--- src/rtl/display_seq_pkg.sv ---
// Shared types and constants for the display sequencer.
// Configuration macro honoured by the slice: DISPLAY_SEQ_FIXED_PRIO_EN (see seq_arb2).
package display_seq_pkg;

  typedef enum logic [1:0] {StIdle, StLoad, StPlay} seq_state_t;

  localparam logic [6:0]  PLAY_CODE     = 7'h7F;
  localparam int unsigned CHAR_BIT      = 6;
  localparam int unsigned COLS_PER_CHAR = 8;
  localparam int unsigned RAW_COLS      = 1;

  // Display columns a word occupies in one rotation.
  function automatic logic [7:0] word_cols(input logic [6:0] word);
    return word[CHAR_BIT] ? 8'(COLS_PER_CHAR) : 8'(RAW_COLS);
  endfunction

endpackage

--- src/rtl/seq_arb2.sv ---
// Two-requester arbiter: round-robin by default, fixed priority to requester 0
// when DISPLAY_SEQ_FIXED_PRIO_EN is defined (the pointer is then removed).
module seq_arb2 (
  input  logic       clk,
  input  logic       rst_n,
  input  logic [1:0] req,
  input  logic       accept,
  output logic [1:0] gnt
);

`ifdef DISPLAY_SEQ_FIXED_PRIO_EN
  logic unused_ok;
  assign unused_ok = ^{clk, rst_n, accept};

  always_comb begin
    gnt = 2'b00;
    if (req[0])      gnt = 2'b01;
    else if (req[1]) gnt = 2'b10;
  end
`else
  // High when requester 1 is favoured on a tie.
  logic prio_q;

  always_comb begin
    gnt = 2'b00;
    case (req)
      2'b01:   gnt = 2'b01;
      2'b10:   gnt = 2'b10;
      2'b11:   gnt = prio_q ? 2'b10 : 2'b01;
      default: gnt = 2'b00;
    endcase
  end

  always_ff @(posedge clk or negedge rst_n) begin
    if (!rst_n) begin
      prio_q <= 1'b0;
    end else if (accept) begin
      prio_q <= gnt[0];
    end
  end
`endif

endmodule

--- src/rtl/display_sequencer.sv ---
// Shares the display engine din bus between two message banks: load a bank's
// words, then play whole rotations. Honours DISPLAY_SEQ_FIXED_PRIO_EN via seq_arb2.
module display_sequencer
  import display_seq_pkg::*;
#(
  parameter int unsigned WORD_COUNT = 20,
  parameter int unsigned WORD_W     = 7
) (
  input  logic              clk,
  input  logic              rst_n,
  input  logic [1:0]        req,
  input  logic [3:0]        cfg_repeat,
  input  logic              wr_en,
  input  logic              wr_sel,
  input  logic [4:0]        wr_addr,
  input  logic [WORD_W-1:0] wr_data,
  output logic              wr_err,
  output logic [1:0]        grant,
  output logic [1:0]        done,
  output logic              busy,
  output logic [WORD_W-1:0] din_out
);

  logic [WORD_W-1:0] bank_q [2][WORD_COUNT];

  seq_state_t        state_q, state_d;
  logic [4:0]        idx_q, idx_d;
  logic [7:0]        rot_len_q, rot_len_d;
  logic [7:0]        rot_cnt_q, rot_cnt_d;
  logic [3:0]        rep_cnt_q, rep_cnt_d;
  logic [1:0]        grant_q, grant_d;
  logic [1:0]        done_q, done_d;
  logic              busy_q, busy_d;
  logic              wr_err_q, wr_err_d;
  logic [WORD_W-1:0] din_q, din_d;

  logic [1:0]        arb_gnt;
  logic              arb_accept;
  logic              bank_we;
  logic [WORD_W-1:0] wr_word;
  logic              rd_sel;
  logic [4:0]        rd_idx;
  logic [WORD_W-1:0] rd_word;

  seq_arb2 u_arb (
    .clk    (clk),
    .rst_n  (rst_n),
    .req    (req),
    .accept (arb_accept),
    .gnt    (arb_gnt)
  );

  // The play code is never stored; the granted bank is locked against writes.
  always_comb begin
    wr_err_d = 1'b0;
    bank_we  = 1'b0;
    wr_word  = wr_data;
    if (wr_en && (wr_addr < 5'(WORD_COUNT))) begin
      if (grant_q[wr_sel]) begin
        wr_err_d = 1'b1;
      end else begin
        bank_we = 1'b1;
        if (wr_data == WORD_W'(PLAY_CODE)) begin
          wr_word  = '0;
          wr_err_d = 1'b1;
        end
      end
    end
  end

  always_ff @(posedge clk or negedge rst_n) begin
    if (!rst_n) begin
      for (int b = 0; b < 2; b++) begin
        for (int w = 0; w < int'(WORD_COUNT); w++) begin
          bank_q[b][w] <= '0;
        end
      end
    end else if (bank_we) begin
      bank_q[wr_sel][wr_addr] <= wr_word;
    end
  end

  assign rd_sel  = (state_q == StIdle) ? arb_gnt[1] : grant_q[1];
  assign rd_idx  = (state_q == StIdle) ? 5'd0 : idx_q;
  assign rd_word = bank_q[rd_sel][rd_idx];

  always_comb begin
    state_d    = state_q;
    idx_d      = idx_q;
    rot_len_d  = rot_len_q;
    rot_cnt_d  = rot_cnt_q;
    rep_cnt_d  = rep_cnt_q;
    grant_d    = grant_q;
    done_d     = 2'b00;
    din_d      = '0;
    arb_accept = 1'b0;
    unique case (state_q)
      StIdle: begin
        if (|req) begin
          state_d    = StLoad;
          grant_d    = arb_gnt;
          arb_accept = 1'b1;
          din_d      = rd_word;
          rot_len_d  = word_cols(7'(rd_word));
          idx_d      = 5'd1;
          rep_cnt_d  = (cfg_repeat == 4'd0) ? 4'd1 : cfg_repeat;
        end
      end
      StLoad: begin
        if (idx_q == 5'(WORD_COUNT)) begin
          state_d   = StPlay;
          din_d     = WORD_W'(PLAY_CODE);
          rot_cnt_d = rot_len_q;
        end else begin
          din_d     = rd_word;
          rot_len_d = rot_len_q + word_cols(7'(rd_word));
          idx_d     = idx_q + 5'd1;
        end
      end
      StPlay: begin
        din_d = WORD_W'(PLAY_CODE);
        // Inner counter spans one rotation; outer counts rotations left.
        if (rot_cnt_q == 8'd1) begin
          if (rep_cnt_q == 4'd1) begin
            state_d = StIdle;
            din_d   = '0;
            done_d  = grant_q;
            grant_d = 2'b00;
          end else begin
            rot_cnt_d = rot_len_q;
            rep_cnt_d = rep_cnt_q - 4'd1;
          end
        end else begin
          rot_cnt_d = rot_cnt_q - 8'd1;
        end
      end
      default: state_d = StIdle;
    endcase
    busy_d = (state_d != StIdle);
  end

  always_ff @(posedge clk or negedge rst_n) begin
    if (!rst_n) begin
      state_q   <= StIdle;
      idx_q     <= '0;
      rot_len_q <= '0;
      rot_cnt_q <= '0;
      rep_cnt_q <= '0;
      grant_q   <= '0;
      done_q    <= '0;
      busy_q    <= 1'b0;
      wr_err_q  <= 1'b0;
      din_q     <= '0;
    end else begin
      state_q   <= state_d;
      idx_q     <= idx_d;
      rot_len_q <= rot_len_d;
      rot_cnt_q <= rot_cnt_d;
      rep_cnt_q <= rep_cnt_d;
      grant_q   <= grant_d;
      done_q    <= done_d;
      busy_q    <= busy_d;
      wr_err_q  <= wr_err_d;
      din_q     <= din_d;
    end
  end

  assign grant   = grant_q;
  assign done    = done_q;
  assign busy    = busy_q;
  assign wr_err  = wr_err_q;
  assign din_out = din_q;

endmodule
--- config.mk ---
export PLATFORM = sky130hd
export DESIGN_NAME = display_sequencer
export DESIGN_NICKNAME = d
export VERILOG_FILES = /design/src/rtl/display_seq_pkg.sv /design/src/rtl/seq_arb2.sv /design/src/rtl/display_sequencer.sv
export SDC_FILE = /design/constraint.sdc
export NUM_CORES = 1
export LEC_CHECK = 0
export BUFFER_PORTS_ARGS = -buffer_cell sky130_fd_sc_hd__buf_2
export CAP_MARGIN = 30
export CORE_MARGIN = 2
export CORE_UTILIZATION = 57
export DETAILED_ROUTE_END_ITERATION = 10
export PLACE_DENSITY = 0.76
export SYNTH_ARGS = -nofsm -noshare
export SYNTH_HDL_FRONTEND = slang
export SYNTH_SLANG_ARGS = --single-unit
--- constraint.sdc ---
create_clock -name clk -period 3 [get_ports clk]
set_clock_uncertainty 0.2 [all_clocks]
set_input_delay 0.3 -clock clk [delete_from_list [all_inputs] [get_ports clk]]
set_output_delay 0.3 -clock clk [all_outputs]
set_load 0.03 [all_outputs]
==> results of run 1 <==
## path summary, 6_finish.rpt
check | slack, ps | startpoint | cells after the start | endpoint
setup / recovery | -290 | state_q[0] | 16 | rot_len_q[7]
hold / removal | 30 | req[0] | 4 | u_arb.prio_q
hold reg to reg | 300 | bank_q[35] | 1 | bank_q[35]
setup reg to reg | -290 | state_q[0] | 16 | rot_len_q[7]
min in group asynchronous | 150 | rst_n | 2 | rep_cnt_q[3]
max in group asynchronous | 1720 | rst_n | 3 | bank_q[63]
## state kept, by name, indices dropped and copies added (netlist names), 2 cells and up
register / cells
bank_q: 280
din_out: 7
done: 2
grant: 2
idx_q: 5
rep_cnt_q: 4
rot_cnt_q: 8
rot_len_q: 8
state_q: 2
## cells in the final DEF, fill, tap and decap left out, drive strengths merged, types with 11 or more instances in the layout
cell | synthesis | layout
mux2 | 287 | 287
nand2 | 53 | 53
mux2i | 29 | 29
ha | 13 | 13
o21ai | 41 | 41
dfrtp | 321 | 321
clkbuf | 43 | 54
buf | 30 | 155
inv | 16 | 19
mux4 | 47 | 47
and2 | 11 | 11
a21oi | 31 | 31
a221oi | 18 | 18
nand3 | 19 | 19
nor2 | 89 | 89
## final cells by class
| type | instances | share of cell area, % |
|---|---|---|
| Sequential cell | 321 | 44.18 |
| Multi-Input combinational cell | 755 | 39.40 |
| Timing Repair Buffer | 164 | 7.700 |
| Clock buffer | 52 | 5.608 |
| Tap cell | 341 | 2.346 |
| Clock inverter | 8 | 0.4197 |
| Inverter | 16 | 0.3303 |
| Antenna cell | 1 | 0.01376 |
## logic make-up (layout without fill, tap and decap cells)
kind of cell / Yosys count / in the layout / synth area share (%)
multiplexers: 363 / 363 / 29.77
flip-flops: 321 / 321 / 52.21
AND/OR/NAND/NOR: 229 / 229 / 7.693
AO/OA/AOI/OAI: 141 / 141 / 6.197
buffers and inverters: 89 / 240 / 2.562
adder cells (fa/ha/maj): 13 / 13 / 1.057
XOR/XNOR: 9 / 9 / 0.5123
other: 0 / 1 / 0
## power groups by stage
stage	sequential (mW)	combinational, mW	clock (mW)
floorplan	5.40	3.21	0
global placement	5.47	4.70	0
detailed placement	5.49	4.81	0
CTS	5.44	5.06	4.20
global route	5.54	5.99	4.39
finish	5.46	5.60	4.16
## timing repair
action                     4_1_cts  5_1_grt
setup endpoints to repair       10       15
hold buffers                     7        0
hold endpoints to repair        65        0
setup buffers                    8       11
pin swaps                       14       18
resized for setup               19       28
cloned                           0        2
## cells in the mapped netlist (3+ instances only)
cell type | number | area [um^2]
buf_1 | 7 | 26.28
o221ai_1 | 6 | 52.55
ha_1 | 13 | 162.7
nor4_1 | 3 | 18.77
o22ai_1 | 3 | 18.77
or3_1 | 3 | 18.77
o2111ai_1 | 3 | 26.28
xor2_1 | 5 | 43.79
nor2b_1 | 5 | 31.28
mux2i_1 | 29 | 290.3
mux2_2 | 287 | 3232
nand3_1 | 19 | 95.09
nand2_1 | 53 | 198.9
nor3_1 | 8 | 40.04
nor2_2 | 30 | 187.7
and2_1 | 10 | 62.56
a31oi_1 | 7 | 43.79
mux4_2 | 47 | 1059
a21oi_1 | 31 | 155.2
dfrtp_1 | 321 | 8033
nand4_1 | 6 | 37.54
o21ai_1 | 7 | 35.03
inv_1 | 15 | 56.30
buf_6 | 3 | 33.78
clkbuf_1 | 43 | 161.4
a22oi_1 | 4 | 30.03
and3_1 | 3 | 18.77
a221oi_1 | 17 | 148.9
o21ai_0 | 33 | 165.2
a211o_1 | 5 | 43.79
o31ai_1 | 6 | 45.04
buf_4 | 5 | 37.54
nor2_1 | 59 | 221.5
nand2b_1 | 4 | 25.02
buf_2 | 15 | 75.07
xnor2_1 | 4 | 35.03
nand3b_1 | 9 | 67.56
## stage by stage
stage / utilization (%) / total power [mW] / instance area, um^2
2_1_floorplan: - / 8.606 / 15430
3_3_place_gp: 62.06 / 10.17 / 16590
3_5_place_dp: 62.06 / 10.30 / 16590
4_1_cts: 67.02 / 14.69 / 17910
5_1_grt: 68.03 / 15.91 / 18180
6_report: 68.04 / 15.21 / 18180
## layer usage
layer  wire, um  part of all wire, %  vias to the layer above  track usage (%)
met5          8                0.021                        -                0
met4       1146                  3.0                        2            8.246
met3       2249                  5.8                       80            4.466
met2      18320                   47                      353            44.73
met1      16990                   44                     5401            39.99
li1           -                    -                     4533                -
## critical path, stage by stage, from the launching register on
cell	delay, ps
dfrtp_1	360
inv_2	60
ha_4	180
buf_12	130
nor2b_4	150
mux2i_1	220
mux2i_1	100
o2111ai_1	210
o31ai_1	110
and4b_2	390
inv_2	70
ha_4	280
a41o_1	190
nand3_1	110
nor3_2	160
xnor2_1	150
nor2_1	60
==> results_dict.tcl, run 1 <==
set metrics [dict create \
    status "finished with violations" \
    violations "setup timing" \
    vias 10370 \
    p_comb_share_pct 36.8 \
    pre_cts_ws_ps -242.4 \
    end_kind "flip-flop" \
    multiInputGateArea_um2 7164 \
    first_iter_violations 925 \
    dp.cells 1571 \
    ios 35 \
    grt_pass1_vias 10810 \
    cts.path.max_buffers 3 \
    powerDensity_nw_per_um2 836.7 \
    cts.sinks 321 \
    syn_area_um2 15390 \
    yosys_warnings 0 \
    grt_usage_pct 27.96 \
    finalSetupTns_ps -880.4 \
    drt-total-wl_um 38710 \
    ant_nets 0 \
    cts_tree "yes" \
    fp.dieW_um 168.3 \
    grt_pass1_wl_um 61290 \
    holdWs_ps 29.25 \
    p_clk_share_pct 27.3 \
    syn_area_per_cell_um2 13.21 \
    max_freq_ghz 0.3039 \
    nets 1328 \
    insertion_delay_ps 530 \
    portBuffers 34 \
    finalCritPeriodShare_pct 109.7 \
    yosysSeqAreaShare_pct 52.21 \
    drc 0 \
    worstSetupPathType "flip-flop to flip-flop" \
    synth_cells 1165 \
    seq_power_share_pct 35.9 \
    hold_violations 0 \
    seqCellArea_um2 8034 \
    gp_congestion 0.9365 \
    die_h_um 168.3 \
    setup_ws_ps -290.1 \
    yosysUniqueCellTypes 67 \
    cts_buffers 35 \
    core-area_um2 26730 \
    p_int_mw 10.09 \
    dpl.hpwl_um 25520 \
    fp.dieArea_um2 28320 \
    fin_cells 1658 \
    clock_tree.root_cell "clkbuf_16" \
    vdd_drop_max_v 0.0005092 \
    max_cap_viol_count 0 \
    crit_fanout 4 \
    p_leak_nw 8.528 \
    dr.pass1.iters 6 \
    async_flop_share_pct 100.0 \
    wire_per_inst_um 23.35 \
    grt_overflow 0 \
    grt_max_degree 71 \
    ys_ff_latch 321 \
    routed_via_density 6.254 \
    slew_violations 0 \
    synthFlopType "dfrtp_1" \
    startpoint_type "flip-flop" \
    grt_setup_unrepaired "true" \
    arrival_ps 3460 \
    switching_share_pct 33.65 \
    cts_max_level 2 \
    syn-num-nets 1200 \
    fin_crit_ps 3290 \
    min_path_type "input pin to flip-flop" \
    p_switching_mw 5.120 \
    fillerInstances 1840 \
    grt_antenna_before_repair 2 \
    setup_viol 5 \
    required_ps 3170 \
    clk_pin_slew_ps 60 \
    drive_gt1_share_pct 46.58 \
    area_growth_pct 18.18 \
    synth_edf_count 0 \
    start_util_pct 57.57 \
    relSlewSlack_pct 40.45 \
    rows 60 \
    worstMarginPinSlew_ps 889.9 \
]
(Power assumes the default switching activity.)
==> run 2, diff against run 1 <==
Settings changed: ABC_AREA from default to 1, PLACE_DENSITY 0.76 to 0.75.
==> results_dict.tcl, run 2 <==
set metrics [dict create \
    startpoint_type "flip-flop" \
    slew_violations 0 \
    synth_most_common_cell "nand2_1" \
    nets 2134 \
    arrival_ps 3350 \
    slowest_stage "dfrtp_1" \
    cts.path.max_buffers 3 \
    largest_reg_flops 280 \
    p_leak_nw 8.725 \
    reg2regPathDepth 22 \
    largestRegisters "bank_q: 280 flops, rot_cnt_q: 8 flops, rot_len_q: 8 flops" \
    drt-total-wl_um 45720 \
    synth_edf_count 0 \
    async_flop_share_pct 100.0 \
    grt_setup_unrepaired "true" \
    gp_congestion 0.9271 \
    min_from "req[1]" \
    dpl-instance-area_um2 16830 \
    r2r-start "state_q[1]" \
    relSlewSlack_pct 56.64 \
    grt_max_degree 79 \
    vias 14370 \
    grt_pass1_vias 13570 \
    max_stage_delay_ps 390 \
    synthTopCellsByArea "dfrtp_1 (50%), nand2_1 (13%), o21ai_0 (10%)" \
    area_growth_pct 14.39 \
    status "finished with violations" \
    grt_overflow 0 \
    setup_viol 4 \
    required_ps 3180 \
    cts.sinks 321 \
    clock_tree.root_cell "clkbuf_16" \
    reg2reg_to "rot_len_q[6]" \
    diodes 0 \
    holdWs_ps 59.91 \
    p_int_mw 9.967 \
    wire_per_inst_um 18.31 \
    p_clk_share_pct 24.8 \
    grt_usage_pct 31.90 \
    p_switching_mw 6.778 \
    min_path_type "input pin to flip-flop" \
    startpoint "state_q[1]" \
    hold_violations 0 \
    max_cap_viol_count 0 \
    p_comb_share_pct 43.1 \
    syn-num-nets 2100 \
    syn_area_um2 16060 \
    portBuffers 34 \
    dpl.hpwl_um 29680 \
    fp.dieW_um 171.8 \
    grt_pass1_wl_um 73440 \
    die_h_um 171.8 \
    end_kind "flip-flop" \
    first_iter_violations 1504 \
    yosysUniqueCellTypes 39 \
    synth.largest_area_cell "dfrtp_1" \
    cts_max_level 2 \
    core-area_um2 27780 \
    synth_top_area_share_pct 50.03 \
    worst-r2r-setup-slack_ps -170 \
    cts_buffers 35 \
    rows 61 \
    worstSetupPathType "flip-flop to flip-flop" \
    synthFlopType "dfrtp_1" \
    whs_endpoint "grant[0]" \
    layout_commonest_cell "nand2_1" \
    crit_chain "inv_2 -> ha_4 -> nand3_4 -> nand2_8 -> buf_6 -> nand2_2 -> nand3_2 -> nand3_2 -> nand2_2 -> nand2_2 -> nand3_2 -> nand3_4 -> nand2_4 -> ha_4 -> ha_4 -> inv_4 -> nor3_4 -> a22oi_2 -> nor2_2 -> nand2_1 -> xor2_1 -> nor2_1" \
    insertion_delay_ps 520 \
    drc 0 \
    setup_ws_ps -173.6 \
    vdd_drop_max_v 0.0005442 \
    yosys_warnings 0 \
    start_util_pct 57.79 \
    fp.dieArea_um2 29530 \
    ios 35 \
    grt_antenna_before_repair 0 \
    crit_fanout 7 \
    fin_area_um2 18370 \
    final_cell_mix "nand2_1 (544), o21ai_0 (329), dfrtp_1 (320), inv_1 (210), nand3_1 (206)" \
    violations "setup timing" \
    drive_gt1_share_pct 11.33 \
    max_freq_ghz 0.3151 \
    path_delay_family "simple AND/OR/NAND/NOR gates" \
    powerDensity_nw_per_um2 911.8 \
    finalCritPeriodShare_pct 105.8 \
    syn_area_per_cell_um2 7.775 \
    yosysSeqAreaShare_pct 50.03 \
    seq_power_share_pct 32.1 \
    cts_tree "yes" \
    worstMarginPinSlew_ps 650.4 \
    routed_via_density 5.754 \
    ys_ff_latch 321 \
    ant_nets 0 \
    dr.pass1.iters 6 \
    fin_crit_ps 3174 \
    clk_pin_slew_ps 60 \
    hold_depth 4 \
    pre_cts_ws_ps -238.1 \
    top_register "bank_q" \
    synth_common_cells "nand2_1 (553), o21ai_0 (332), dfrtp_1 (321)" \
    critical_path_buf_inv_count 3 \
    synth_cells 2065 \
    switching_share_pct 40.48 \
]
## run 2: changes by cell type in the layout (fill, tap and decap cells not counted), moves of 47 or more
cell | before | now
inv_1 | 12 | 210
mux2_2 | 287 | 0
mux4_2 | 47 | 0
nand2_1 | 51 | 544
nand3_1 | 19 | 206
o211ai_1 | 0 | 65
o21ai_0 | 28 | 329
## run 2: worst min-delay path, stage by stage
cell and delay [ps]:
buf_2 130, a21boi_0 130, nand3_1 80, o21ai_0 80
## run 2: cells by family (layout without fill, tap and decap cells)
group / Yosys count / in the layout / synth area share [%]
compound gates: 443 / 443 / 15.15
flops: 321 / 321 / 50.03
fa+ha+maj: 13 / 13 / 1.013
buf+inv: 366 / 419 / 9.281
xor+xnor: 7 / 7 / 0.3819
simple gates: 915 / 916 / 24.14
## run 2: layout make-up
cell class                 count  area (um^2)
inverter                     222        853.3
tap                          378        473.0
sequential                   321         8034
clock buffer                  48         1007
multi-input combinational   1379         6785
clock inverter                 9        75.07
timing repair buffer         140         1137
fill                        2350         9417
## run 2: metrics by stage
step / cells / utilization [%] / TNS (ps) / total power, mW
2_1_floorplan: 2065 / - / -2.971 / 9.822
4_1_cts: 2493 / 65.59 / -62.69 / 16.41
3_3_place_gp: 2417 / 60.58 / -241.1 / 11.78
6_report: 2497 / 66.11 / -420.7 / 16.75
3_5_place_dp: 2417 / 60.58 / -576.9 / 11.90
5_1_grt: 2497 / 66.11 / -942.9 / 17.75
## run 2: power by group through the flow
stage,clock network (mW),registers (mW),logic [mW]
2_1_floorplan,0,5.41,4.41
3_3_place_gp,0,5.41,6.37
3_5_place_dp,0,5.42,6.47
4_1_cts,4.18,5.37,6.85
5_1_grt,4.37,5.45,7.94
6_report,4.15,5.38,7.21
## run 2: how the worst max path moves through the flow
stage,slack [ps],cells past startpoint,to
after floorplan,-3,24,rot_len_q[6]
after global placement,-140,23,rot_len_q[6]
after detailed placement,-240,23,rot_len_q[6]
after CTS,-30,21,rot_len_q[6]
after global routing,-300,22,rot_len_q[6]
final,-170,22,rot_len_q[6]
## run 2: layer usage
metal	up-vias	global-route usage, %	wire length [um]	part of all wire [%]
met5	-	0	0	0
met4	0	12.46	1724	3.8
met3	120	4.993	3774	8.3
met2	651	48.35	20220	44
met1	6816	46.30	20000	44
li1	6781	-	-	-
## run 2: repair_timing
item                                    4_1_cts  5_1_grt
cloned                                        2        0
pin swaps                                    20       19
endpoints found under the hold margin        75        0
setup buffers                                10        4
resized for setup                            32       31
endpoints found under the setup margin        4        5
hold buffers                                  8        0
